==> config.mk <==
export PLATFORM = sky130hd
export DESIGN_NAME = conv_3_feeder
export DESIGN_NICKNAME = d
export VERILOG_FILES = /design/src/rtl/conv_pkg.sv /design/src/rtl/conv_line_buffer.sv /design/src/rtl/conv_3_feeder.sv
export SDC_FILE = /design/constraint.sdc
export NUM_CORES = 1
export LEC_CHECK = 0
export CAP_MARGIN = 40
export CELL_PAD_IN_SITES_DETAIL_PLACEMENT = 1
export CELL_PAD_IN_SITES_GLOBAL_PLACEMENT = 1
export CORE_UTILIZATION = 40
export DETAILED_ROUTE_END_ITERATION = 12
export HOLD_SLACK_MARGIN = 0.1
export PLACE_DENSITY = 0.72
export SYNTH_ARGS = -nofsm -noshare
export SYNTH_HDL_FRONTEND = slang
export SYNTH_SLANG_ARGS = --single-unit
==> constraint.sdc <==
create_clock -name clk -period 3.7 [get_ports clk]
set_input_delay 0.555 -clock clk [delete_from_list [all_inputs] [get_ports clk]]
set_output_delay 0.555 -clock clk [all_outputs]
set_load 0.02 [all_outputs]
==> src/rtl/conv_pkg.sv <==
// Shared definitions for the 3x3 fp16 convolution datapath.
//   fp16_t         : raw IEEE half-precision word
//   KERNEL_SIZE    : window size supported by the conv adder tree
//   feeder_state_t : column-stream feeder FSM states
package conv_pkg;

  localparam int KERNEL_SIZE = 3;

  typedef logic [15:0] fp16_t;

  typedef enum logic [2:0] {
    IDLE,
    W_IN,
    K_SEND,
    PRIME,
    STREAM,
    FLUSH,
    DONE
  } feeder_state_t;

endpackage

==> src/rtl/conv_line_buffer.sv <==
// Ring of LINES image lines, WIDTH words each.
//   clk     : clock
//   wr_en   : write wr_data into line ptr, slot x
//   ptr     : ring pointer; names the oldest line, which is also the one overwritten
//   x       : shared column index for the write port and all read ports
//   wr_data : word to write
//   rd_data : lane l returns line (ptr + l) mod LINES at slot x, oldest first
// Reads are combinational, so a read and a write to the same slot in one
// cycle return the old word (read-before-write).
module conv_line_buffer #(
  parameter int DATA_WIDTH = 16,
  parameter int LINES      = 2,
  parameter int WIDTH      = 28,
  localparam int XW        = $clog2(WIDTH),
  localparam int PW        = (LINES > 1) ? $clog2(LINES) : 1
) (
  input  logic                              clk,
  input  logic                              wr_en,
  input  logic [PW-1:0]                     ptr,
  input  logic [XW-1:0]                     x,
  input  logic [DATA_WIDTH-1:0]             wr_data,
  output logic [LINES-1:0][DATA_WIDTH-1:0]  rd_data
);

  logic [DATA_WIDTH-1:0] mem [LINES][WIDTH];

  function automatic logic [PW-1:0] ring_add(input logic [PW-1:0] p, input int off);
    int s;
    s = int'(p) + off;
    if (s >= LINES) s = s - LINES;
    return PW'(s);
  endfunction

  always_ff @(posedge clk) begin
    if (wr_en) mem[ptr][x] <= wr_data;
  end

  for (genvar gi = 0; gi < LINES; gi++) begin : g_rd
    logic [PW-1:0] line_idx;
    assign line_idx    = ring_add(ptr, gi);
    assign rd_data[gi] = mem[line_idx][x];
  end

endmodule

==> src/rtl/conv_3_feeder.sv <==
// Initiator side of the 3x3 fp16 conv unit's column-stream interface.
// Loads a row-major kernel, sends it as K column beats, then turns a
// row-major pixel stream into K-lane image column beats using a K-1 line
// buffer, and produces the conv unit's capture / result timing.
//   clk, rst              : clock, asynchronous active-high reset
//   start, busy, done     : frame control (start ignored while busy)
//   w_valid/w_ready/w_data    : weight stream, W[r][c] row-major
//   px_valid/px_ready/px_data : pixel stream, P[y][x] row-major
//   conv_data             : column beat, lane l = row offset l
//   conv_kernel_load      : beat carries kernel weights
//   conv_valid_in         : beat strobe
//   conv_valid_out        : tells the conv unit to latch its output
//   res_valid/res_x/res_y : conv output is new, with its output coordinates
module conv_3_feeder #(
  parameter int DATA_WIDTH  = 16,
  parameter int KERNEL_SIZE = conv_pkg::KERNEL_SIZE,
  parameter int IMG_WIDTH   = 28,
  parameter int IMG_HEIGHT  = 28
) (
  input  logic                                   clk,
  input  logic                                   rst,
  input  logic                                   start,
  output logic                                   busy,
  output logic                                   done,
  input  logic                                   w_valid,
  output logic                                   w_ready,
  input  logic [DATA_WIDTH-1:0]                  w_data,
  input  logic                                   px_valid,
  output logic                                   px_ready,
  input  logic [DATA_WIDTH-1:0]                  px_data,
  output logic [KERNEL_SIZE-1:0][DATA_WIDTH-1:0] conv_data,
  output logic                                   conv_kernel_load,
  output logic                                   conv_valid_in,
  output logic                                   conv_valid_out,
  output logic                                   res_valid,
  output logic [$clog2(IMG_WIDTH)-1:0]           res_x,
  output logic [$clog2(IMG_HEIGHT)-1:0]          res_y
);
  import conv_pkg::*;

  localparam int K   = KERNEL_SIZE;
  localparam int KK  = K * K;
  localparam int L   = K - 1;
  localparam int XW  = $clog2(IMG_WIDTH);
  localparam int YW  = $clog2(IMG_HEIGHT);
  localparam int PW  = (L > 1) ? $clog2(L) : 1;
  localparam int WCW = $clog2(KK);
  localparam int KCW = $clog2(K);

  feeder_state_t state_reg, state_next;

  logic [WCW-1:0] w_cnt_reg;
  logic [KCW-1:0] k_cnt_reg;
  logic [XW-1:0]  x_reg;
  logic [YW-1:0]  y_reg;
  logic [PW-1:0]  ptr_reg;
  logic [PW-1:0]  ptr_inc;

  logic [DATA_WIDTH-1:0] w_reg [KK];

  logic [L-1:0][DATA_WIDTH-1:0] lb_rd;
  logic [K-1:0][DATA_WIDTH-1:0] kernel_lanes;
  logic [K-1:0][DATA_WIDTH-1:0] stream_lanes;

  logic                         beat_fire;
  logic                         beat_kload;
  logic                         beat_cap;
  logic [K-1:0][DATA_WIDTH-1:0] beat_data;
  logic [XW-1:0]                cap_x;
  logic [YW-1:0]                cap_y;

  logic last_col, last_row, final_res;

  // Output pipeline: beat -> capture command -> result strobe.
  logic [K-1:0][DATA_WIDTH-1:0] conv_data_reg;
  logic                         conv_kernel_load_reg;
  logic                         conv_valid_in_reg;
  logic                         cap1_reg;
  logic [XW-1:0]                rx1_reg, rx2_reg, res_x_reg;
  logic [YW-1:0]                ry1_reg, ry2_reg, res_y_reg;
  logic                         conv_valid_out_reg;
  logic                         res_valid_reg;
  logic                         done_reg;

  assign last_col = (x_reg == XW'(IMG_WIDTH - 1));
  assign last_row = (y_reg == YW'(IMG_HEIGHT - 1));
  assign ptr_inc  = (ptr_reg == PW'(L - 1)) ? '0 : ptr_reg + 1'b1;
  // Rows are counted from the top of the image; output row lags by K-1.
  assign cap_y    = y_reg - YW'(L);
  assign final_res = res_valid_reg
                   && (res_x_reg == XW'(IMG_WIDTH - K))
                   && (res_y_reg == YW'(IMG_HEIGHT - K));

  // Kernel beat c carries column c of the weights: lane l = W[l][c].
  // Image beat: lanes 0..K-2 from the buffered lines (oldest first), top lane live.
  for (genvar gi = 0; gi < K; gi++) begin : g_lanes
    assign kernel_lanes[gi] = w_reg[WCW'(gi * K) + WCW'(k_cnt_reg)];
    if (gi < L) begin : g_buf
      assign stream_lanes[gi] = lb_rd[gi];
    end else begin : g_live
      assign stream_lanes[gi] = px_data;
    end
  end

  conv_line_buffer #(
    .DATA_WIDTH (DATA_WIDTH),
    .LINES      (L),
    .WIDTH      (IMG_WIDTH)
  ) u_line_buffer (
    .clk     (clk),
    .wr_en   (px_ready && px_valid),
    .ptr     (ptr_reg),
    .x       (x_reg),
    .wr_data (px_data),
    .rd_data (lb_rd)
  );

  always_ff @(posedge clk or posedge rst) begin
    if (rst) state_reg <= IDLE;
    else     state_reg <= state_next;
  end

  always_comb begin
    state_next = state_reg;
    w_ready    = 1'b0;
    px_ready   = 1'b0;
    beat_fire  = 1'b0;
    beat_kload = 1'b0;
    beat_cap   = 1'b0;
    beat_data  = '0;
    cap_x      = '0;
    unique case (state_reg)
      IDLE: begin
        if (start) state_next = W_IN;
      end
      W_IN: begin
        w_ready = 1'b1;
        if (w_valid && (w_cnt_reg == WCW'(KK - 1))) state_next = K_SEND;
      end
      K_SEND: begin
        beat_fire  = 1'b1;
        beat_kload = 1'b1;
        beat_data  = kernel_lanes;
        if (k_cnt_reg == KCW'(K - 1)) state_next = PRIME;
      end
      PRIME: begin
        px_ready = 1'b1;
        if (px_valid && last_col && (y_reg == YW'(L - 1))) state_next = STREAM;
      end
      STREAM: begin
        px_ready = 1'b1;
        if (px_valid) begin
          beat_fire = 1'b1;
          beat_data = stream_lanes;
          // Beat n completes the window ending at column n-1.
          if (x_reg >= XW'(K)) begin
            beat_cap = 1'b1;
            cap_x    = x_reg - XW'(K);
          end
          if (last_col) state_next = FLUSH;
        end
      end
      FLUSH: begin
        // Zero beat acts as column n = IMG_WIDTH; always a capture beat.
        beat_fire  = 1'b1;
        beat_cap   = 1'b1;
        cap_x      = XW'(IMG_WIDTH - K);
        state_next = last_row ? DONE : STREAM;
      end
      DONE: begin
        if (final_res) state_next = IDLE;
      end
      default: state_next = IDLE;
    endcase
  end

  // Position counters.
  always_ff @(posedge clk or posedge rst) begin
    if (rst) begin
      w_cnt_reg <= '0;
      k_cnt_reg <= '0;
      x_reg     <= '0;
      y_reg     <= '0;
      ptr_reg   <= '0;
    end else begin
      unique case (state_reg)
        IDLE: begin
          if (start) begin
            w_cnt_reg <= '0;
            k_cnt_reg <= '0;
            x_reg     <= '0;
            y_reg     <= '0;
            ptr_reg   <= '0;
          end
        end
        W_IN: begin
          if (w_valid) w_cnt_reg <= (w_cnt_reg == WCW'(KK - 1)) ? '0 : w_cnt_reg + 1'b1;
        end
        K_SEND: begin
          k_cnt_reg <= (k_cnt_reg == KCW'(K - 1)) ? '0 : k_cnt_reg + 1'b1;
        end
        PRIME: begin
          if (px_valid) begin
            if (last_col) begin
              x_reg   <= '0;
              y_reg   <= y_reg + 1'b1;
              ptr_reg <= ptr_inc;
            end else begin
              x_reg <= x_reg + 1'b1;
            end
          end
        end
        STREAM: begin
          if (px_valid) x_reg <= last_col ? '0 : x_reg + 1'b1;
        end
        FLUSH: begin
          // Row pointer advances only once the row's flush beat is out, so
          // every beat of the row sees the same line ordering.
          if (!last_row) begin
            y_reg   <= y_reg + 1'b1;
            ptr_reg <= ptr_inc;
          end
        end
        default: ;
      endcase
    end
  end

  // Kernel words; contents are meaningless until a frame loads them.
  always_ff @(posedge clk) begin
    if ((state_reg == W_IN) && w_valid) w_reg[w_cnt_reg] <= w_data;
  end

  always_ff @(posedge clk or posedge rst) begin
    if (rst) begin
      conv_data_reg        <= '0;
      conv_kernel_load_reg <= 1'b0;
      conv_valid_in_reg    <= 1'b0;
      cap1_reg             <= 1'b0;
      rx1_reg              <= '0;
      ry1_reg              <= '0;
      conv_valid_out_reg   <= 1'b0;
      rx2_reg              <= '0;
      ry2_reg              <= '0;
      res_valid_reg        <= 1'b0;
      res_x_reg            <= '0;
      res_y_reg            <= '0;
      done_reg             <= 1'b0;
    end else begin
      conv_data_reg        <= beat_data;
      conv_kernel_load_reg <= beat_kload;
      conv_valid_in_reg    <= beat_fire;
      cap1_reg             <= beat_fire && beat_cap;
      rx1_reg              <= cap_x;
      ry1_reg              <= cap_y;
      conv_valid_out_reg   <= cap1_reg;
      rx2_reg              <= rx1_reg;
      ry2_reg              <= ry1_reg;
      res_valid_reg        <= conv_valid_out_reg;
      if (conv_valid_out_reg) begin
        res_x_reg <= rx2_reg;
        res_y_reg <= ry2_reg;
      end
      done_reg <= (state_reg == DONE) && final_res;
    end
  end

  assign busy             = (state_reg != IDLE);
  assign done             = done_reg;
  assign conv_data        = conv_data_reg;
  assign conv_kernel_load = conv_kernel_load_reg;
  assign conv_valid_in    = conv_valid_in_reg;
  assign conv_valid_out   = conv_valid_out_reg;
  assign res_valid        = res_valid_reg;
  assign res_x            = res_x_reg;
  assign res_y            = res_y_reg;

endmodule

==> impl_metrics.yaml, run 1 <==
yosys:
  synthXorXnorAreaFrac: 0.0008572
  netlist.area_leader.share: 0.6113
  yosys.area.top_type: "edfxtp_1"
  synth_edf_count: 1040
  synth_cell_type_count: 71
  synth_nets: 2834
  async_flop_share: 0.09091
  synth_cells: 2781
  muxShareOfSynthArea: 0.2291
  synth-simple-area-share: 0.03684
  yosysWarnings: 0
  synth_ff_type: "edfxtp_1"
  synthAdderAreaFrac: 0.003919
  synth_area_leaders: "edfxtp_1 (61%), mux4_2 (17%), dfrtp_1 (5.1%)"
  postSynthAreaPerCell_sq_um: 18.37
  synth_area_sq_um: 51090
  ys_seq_area_frac: 0.6623
  synth_top_family_by_area: "multiplexers"
  ys_ff_latch: 1144
  synth-compound-area-share: 0.04323
timing:
  maxSlewHeadroom: 0.3115
  min_period_over_period: 0.9911
  worstMarginPinSlew_ps: 1030
  post-route-min-period_ps: 3667
  rsz0062_at_grt: "no"
  finClkSkew_ps: 35.96
  maxSlewViolCount: 0
  finalHoldViolations: 0
  fmax_mhz: 272.7
  setup_viol: 0
final_layout:
  synthToLayoutAreaGrowth_pct: 17.00
  largest_register_ffs: 896
  drive_gt1_frac: 0.3123
  nets: 3124
  fin_area_sq_um: 59770
  filler_cell_count: 11840
route:
  drc: 0
  wl_per_cell_um: 34.98
  dr.pass1.iters: 6
  ant_nets: 0
  wl_um: 168900
  vias: 30800
  vias_per_cell: 6.382
  drt_iter0_drc: 4039
global_route:
  antenna_found_initial: 9
  grt_max_degree: 81
  gr-usage-met1: 0.3376
  overflow: 0
  busiest_layer: "met2"
  grtUsageMet2: 0.4170
  grt_use_total: 0.2595
  grt_pass1_vias: 31950
  grt_pass1_wl_um: 239900
  grtUsageMet3: 0.05433
cts:
  cts_sinks: 1144
  insertion_delay_ps: 730
  cts-htree-levels: 3
  cts_buffer_depth: 3
  clk_pin_slew_ps: 60
  cts_tree: "yes"
  cts_setup_buffers: 0
  cts_buffers: 119
  clock-root-buffer: "clkbuf_16"
critical_path:
  critPathCaptureType: "register"
  critPathBufInv: 3
  critPathKind: "register to register"
  cp_common_cell: "buf_4"
  path_cells: "buf_12 > buf_4 > nor3b_1 > a22oi_1 > a41oi_1 > o21ai_1 > buf_4 > o211ai_1"
  worst_ep_arrival_time_ps: 4280
  path_delay_family: "compound AO/OA/AOI/OAI gates"
  slowest_delay_ps: 750
  worst_ep_required_time_ps: 4320
  path_max_fanout: 39
  cp-start-kind: "register"
  ff2ff_setup_slack_ps: 30
  critPathSlowestCell: "nor3b_1"
power_and_ir_drop:
  power_density_nw_per_um2: 465.6
  irDropWorstVdd_mv: 0.3906
  leakage_nw: 19.31
  p_total_mw: 27.83
floorplanning:
  num_io_pins: 103
  coreArea_sq_um: 126200
  die_w_um: 359.4
  fp-row-count: 130
  dieArea_sq_um: 129200
  die_h_um: 359.4
  start_util: 0.4047
hold_path:
  min_path_type: "primary input to register"
job:
  cap_violations: 0
place:
  post_dp_cell_area_sq_um: 55590
  gp_congestion: 0.9429
  placement.io_buffers: 102
  hpwl_um: 115700
run_status:
  outcome: "completed"
## routing by layer
| layer | vias to the layer above | part of all wire |
|---|---|---|
| met3 | 365 | 0.099 |
| met2 | 1831 | 0.47 |
| met4 | 2 | 0.051 |
| li1 | 12140 | - |
| met5 | - | 0.000059 |
| met1 | 16460 | 0.38 |
## final timing paths
path                                 start                         to  cells past startpoint
worst max-delay path               ptr_reg              conv_data[24]                      8
worst min-delay path            px_data[8]  u_line_buffer.mem[0][120]                      1
worst max register to register     ptr_reg              conv_data[24]                      8
worst min register to register  ry1_reg[4]                 ry2_reg[4]                      0
max in group asynchronous              rst              conv_data[27]                      3
min in group asynchronous              rst                   res_x[4]                      2
## cell families (layout without fill, tap and decap cells)
logic type               after synthesis  count (layout)
XOR/XNOR                               5               5
AO/OA/AOI/OAI                        335             335
flip-flops                          1144            1144
adder cells (fa/ha/maj)               16              16
buffers and inverters                213             608
other                                  0               1
AND/OR/NAND/NOR                      397             397
multiplexers                         671             671
## timing repair
item                       in CTS  in global routing
setup endpoints to repair       1                  1
hold buffers                    0                  0
resized for setup               1                  1
## synth_stat cells (15+ instances only)
master	number
buf_2	60
clkbuf_1	51
mux4_2	391
nor3_1	29
buf_6	20
mux2i_1	216
nand2_1	137
nor2_1	105
buf_4	51
a22oi_1	47
nor2b_1	17
mux2_2	63
a211oi_1	22
nand3_1	20
o22ai_1	72
a21oi_1	58
dfrtp_1	104
o21ai_0	59
nand4_1	15
edfxtp_1	1040
ha_1	16
and2_1	19
## where the power goes
group | internal [mW] | leakage [nW] | switching [mW]
logic | 0.287 | 6.54 | 0.579
registers | 14.1 | 10.7 | 0.0254
clock network | 7.62 | 2.05 | 5.21
## placed cells by master (no fill, tap or decap), drive strengths merged, types with 7 or more instances in the layout
cell type      netlist  final
bufinv               0     23
o31ai                7      7
mux2                63     63
and2                19     19
o211ai               9      9
nor3                29     29
o221ai               8      8
dfrtp              104    104
buf                145    279
a21oi               58     58
o21ai               61     61
mux2i              216    216
nor4                 8      8
mux4               392    392
clkinv               2     56
nand4               15     15
ha                  16     16
o32a                 8      8
clkdlybuf4s50        0     86
clkbuf              51    141
a211oi              22     22
nand2b              13     13
inv                 15     19
edfxtp            1040   1040
nor2b               17     17
nor2               105    105
a22oi               47     47
nand3               20     20
o22ai               72     72
nand2              137    137
## area by class of cell
cell class	instances	area, sq um	area share
tap	1650	2064	0.03454
clock buffer	141	3120	0.05221
inverter	17	66.31	0.001109
sequential	1144	33850	0.5664
multi-input combinational	1424	16170	0.2705
timing repair buffer	365	3437	0.05750
antenna	1	2.502	0.00004186
clock inverter	85	1059	0.01771
## worst register-to-register path: stages (launching register included)
cell	delay, ps
dfrtp_4	560
buf_12	220
buf_4	370
nor3b_1	760
a22oi_1	210
a41oi_1	690
o21ai_1	420
buf_4	250
o211ai_1	70
## metrics by stage
stage	hold slack, ps	setup WS [ps]	utilization	TNS (ps)	instances
6_report	136.5	32.79	0.4736	0	4827
5_1_grt	131.4	5.296	0.4735	0	4826
4_1_cts	108.4	58.18	0.4735	0	4826
3_5_place_dp	339.4	14.45	0.4404	0	4600
3_3_place_gp	336.2	-16.18	0.4375	-16.18	4578
2_1_floorplan	331.2	412.8	-	0	2781
Power figures use the tool's default switching activity.
==> run 2: changes to the inputs <==
--- a/config.mk
+++ b/config.mk
@@ -10,8 +10,10 @@
 export CELL_PAD_IN_SITES_GLOBAL_PLACEMENT = 1
 export CORE_UTILIZATION = 40
 export DETAILED_ROUTE_END_ITERATION = 12
+export GPL_TIMING_DRIVEN = 1
 export HOLD_SLACK_MARGIN = 0.1
 export PLACE_DENSITY = 0.72
+export SLEW_MARGIN = 20
 export SYNTH_ARGS = -nofsm -noshare
 export SYNTH_HDL_FRONTEND = slang
 export SYNTH_SLANG_ARGS = --single-unit
==> run 2 against run 1 <==
Compared with the run above:
- the run now ends with setup timing left
- clock power shrank 4%
- first-iteration DRC count grew 2.2%
- sequential share of layout area grew 0.094 points
- clock skew shrank 9.2 ps
- fmax shrank 3.0%
- non-clock buffer count grew 3
- hold slack gained 56 ps
- sequential cell count is the same
- count of clock-buffer cells in the layout grew 22
- routed wire length grew 0.52%
- combinational power grew 1%
- critical path depth shrank 2
- critical path type unchanged
- largest cell class unchanged
==> impl_metrics.yaml, run 2 (synthesis results as in run 1) <==
global_route:
  antenna_found_initial: 7
  grt_use_total: 0.2608
  grt_max_degree: 81
  grt_pass1_vias: 32110
  overflow: 0
  grt_pass1_wl_um: 240700
power_and_ir_drop:
  irDropWorstVdd_mv: 0.3333
  leakage_nw: 19.22
  pwr-share-clk: 0.451
  p_total_mw: 27.32
  p_int_mw: 21.59
  netSwitchingPower_mw: 5.735
  p_seq_frac: 0.517
  switching_share: 0.2099
  power_frac_comb: 0.032
  power_density_nw_per_um2: 457.9
floorplanning:
  num_io_pins: 103
  fp-row-count: 130
  coreArea_sq_um: 126200
  dieArea_sq_um: 129200
  die_h_um: 359.4
  die_w_um: 359.4
  start_util: 0.4047
final_layout:
  fin_util: 0.4728
  final_common_cell: "edfxtp_1"
  nets: 3127
  drive_gt1_frac: 0.3102
  layout_common_cells: "edfxtp_1 (1040), mux4_2 (391), buf_4 (217)"
  multi_input_area_sq_um: 16190
  filler_cell_count: 11840
  largest_register_ffs: 896
  ff_latch_area_sq_um: 33850
  synthToLayoutAreaGrowth_pct: 16.81
cts:
  cts_tree: "yes"
  cts_buffers: 119
  clock-root-buffer: "clkbuf_16"
  cts_setup_buffers: 0
  cts_buffer_depth: 3
  cts-htree-levels: 3
  insertion_delay_ps: 730
  clk_pin_slew_ps: 60
  cts_sinks: 1144
hold_path:
  holdPathEnd: "u_line_buffer.mem[1][377]"
  min_path_type: "primary input to register"
  hold_depth: 1
  hp-start: "px_data[9]"
critical_path:
  reg2reg_to: "conv_data[21]"
  reg2reg_depth: 6
  worst_ep_arrival_time_ps: 4330
  worst_ep_required_time_ps: 4240
  ff2ff_setup_slack_ps: -80
  r2r-start: "x_reg[0]"
  cp-start-kind: "register"
  path_max_fanout: 33
  critPathKind: "register to register"
  critPathCaptureType: "register"
route:
  dr_wl_met3_um: 17170
  top_layer: "met5"
  wl_um: 169700
  wl_per_cell_um: 35.13
  ant_nets: 0
  drt_iter0_drc: 4129
  dr.pass1.iters: 6
  dr_wl_met2_um: 81480
  drt-met1-wl_um: 62770
  vias_per_cell: 6.400
  vias: 30920
  drc: 0
place:
  hpwl_um: 115900
  gp_congestion: 0.9429
  placement.io_buffers: 102
timing:
  fmax_mhz: 264.4
  rsz0062_at_grt: "no"
  finClkSkew_ps: 26.74
  maxSlewViolCount: 0
  worstMarginPinSlew_ps: 971.8
  min_period_over_period: 1.022
  maxSlewHeadroom: 0.3505
  final.setup.worst_slack_ps: -82.50
  fin_setup_tns_ps: -82.50
  setup_viol: 1
  post-route-min-period_ps: 3782
  finalHoldViolations: 0
job:
  cap_violations: 0
run_status:
  violations: "setup timing"
  outcome: "finished, violations left"
-- run 2: worst max-delay path, cell delays in order (launching register included) --
cell      delay, ps
dfrtp_4         900
buf_4           490
mux4_2          570
a22oi_1         310
o21ai_0         190
nor3_1          800
o221ai_1        290
-- run 2: worst max-delay path by stage --
| stage | from | to | slack (ps) | cells past startpoint |
|---|---|---|---|---|
| 3_5_place_dp | x_reg[0] | conv_data[24] | 50 | 7 |
| 6_report | x_reg[0] | conv_data[21] | -80 | 6 |
| 3_3_place_gp | x_reg[1] | conv_data[22] | -20 | 7 |
| 4_1_cts | state_reg[1] | px_ready | 20 | 5 |
| 5_1_grt | x_reg[0] | conv_data[21] | 10 | 6 |
| 2_1_floorplan | rst | cap1_reg | 410 | 1 |
-- run 2: routing by layer --
metal,up-vias,track usage
li1,12160,-
met1,16540,0.3365
met2,1843,0.4218
met3,372,0.05995
met4,4,0.1154
met5,-,0
-- run 2: power by group through the flow --
stage / clock network (mW) / registers, mW / logic (mW)
final: 12.3 / 14.1 / 0.877
after global routing: 12.8 / 14.1 / 0.909
after CTS: 12.4 / 14.1 / 0.857
after detailed placement: 0 / 14.4 / 0.852
after global placement: 0 / 14.4 / 0.787
after floorplan: 0 / 14.4 / 0.352
-- run 2: final cells by class --
cell class,instances,area share
diodes,2,0.00008387
multi-input cells,1424,0.2713
well taps,1650,0.03460
inverters,17,0.001111
flip-flops and latches,1144,0.5673
clock buffers,163,0.05435
repair buffers,368,0.05856
clock inverters,63,0.01273
-- run 2: through the flow --
step	hold slack (ps)	setup WS, ps	std cells	area [sq um]
floorplan	331.2	412.8	2781	51090
global placement	336.2	-16.18	4578	55220
detailed placement	339.4	51.16	4600	55590
CTS	211.0	22.54	4826	59600
global route	188.0	10.11	4829	59670
finish	192.1	-82.50	4831	59670
-- run 2: what timing repair did --
item	in CTS	in global routing
resized for setup	1	4
hold buffers	0	1
setup endpoints to repair	1	3
pin swaps	0	0
hold endpoints to repair	0	9
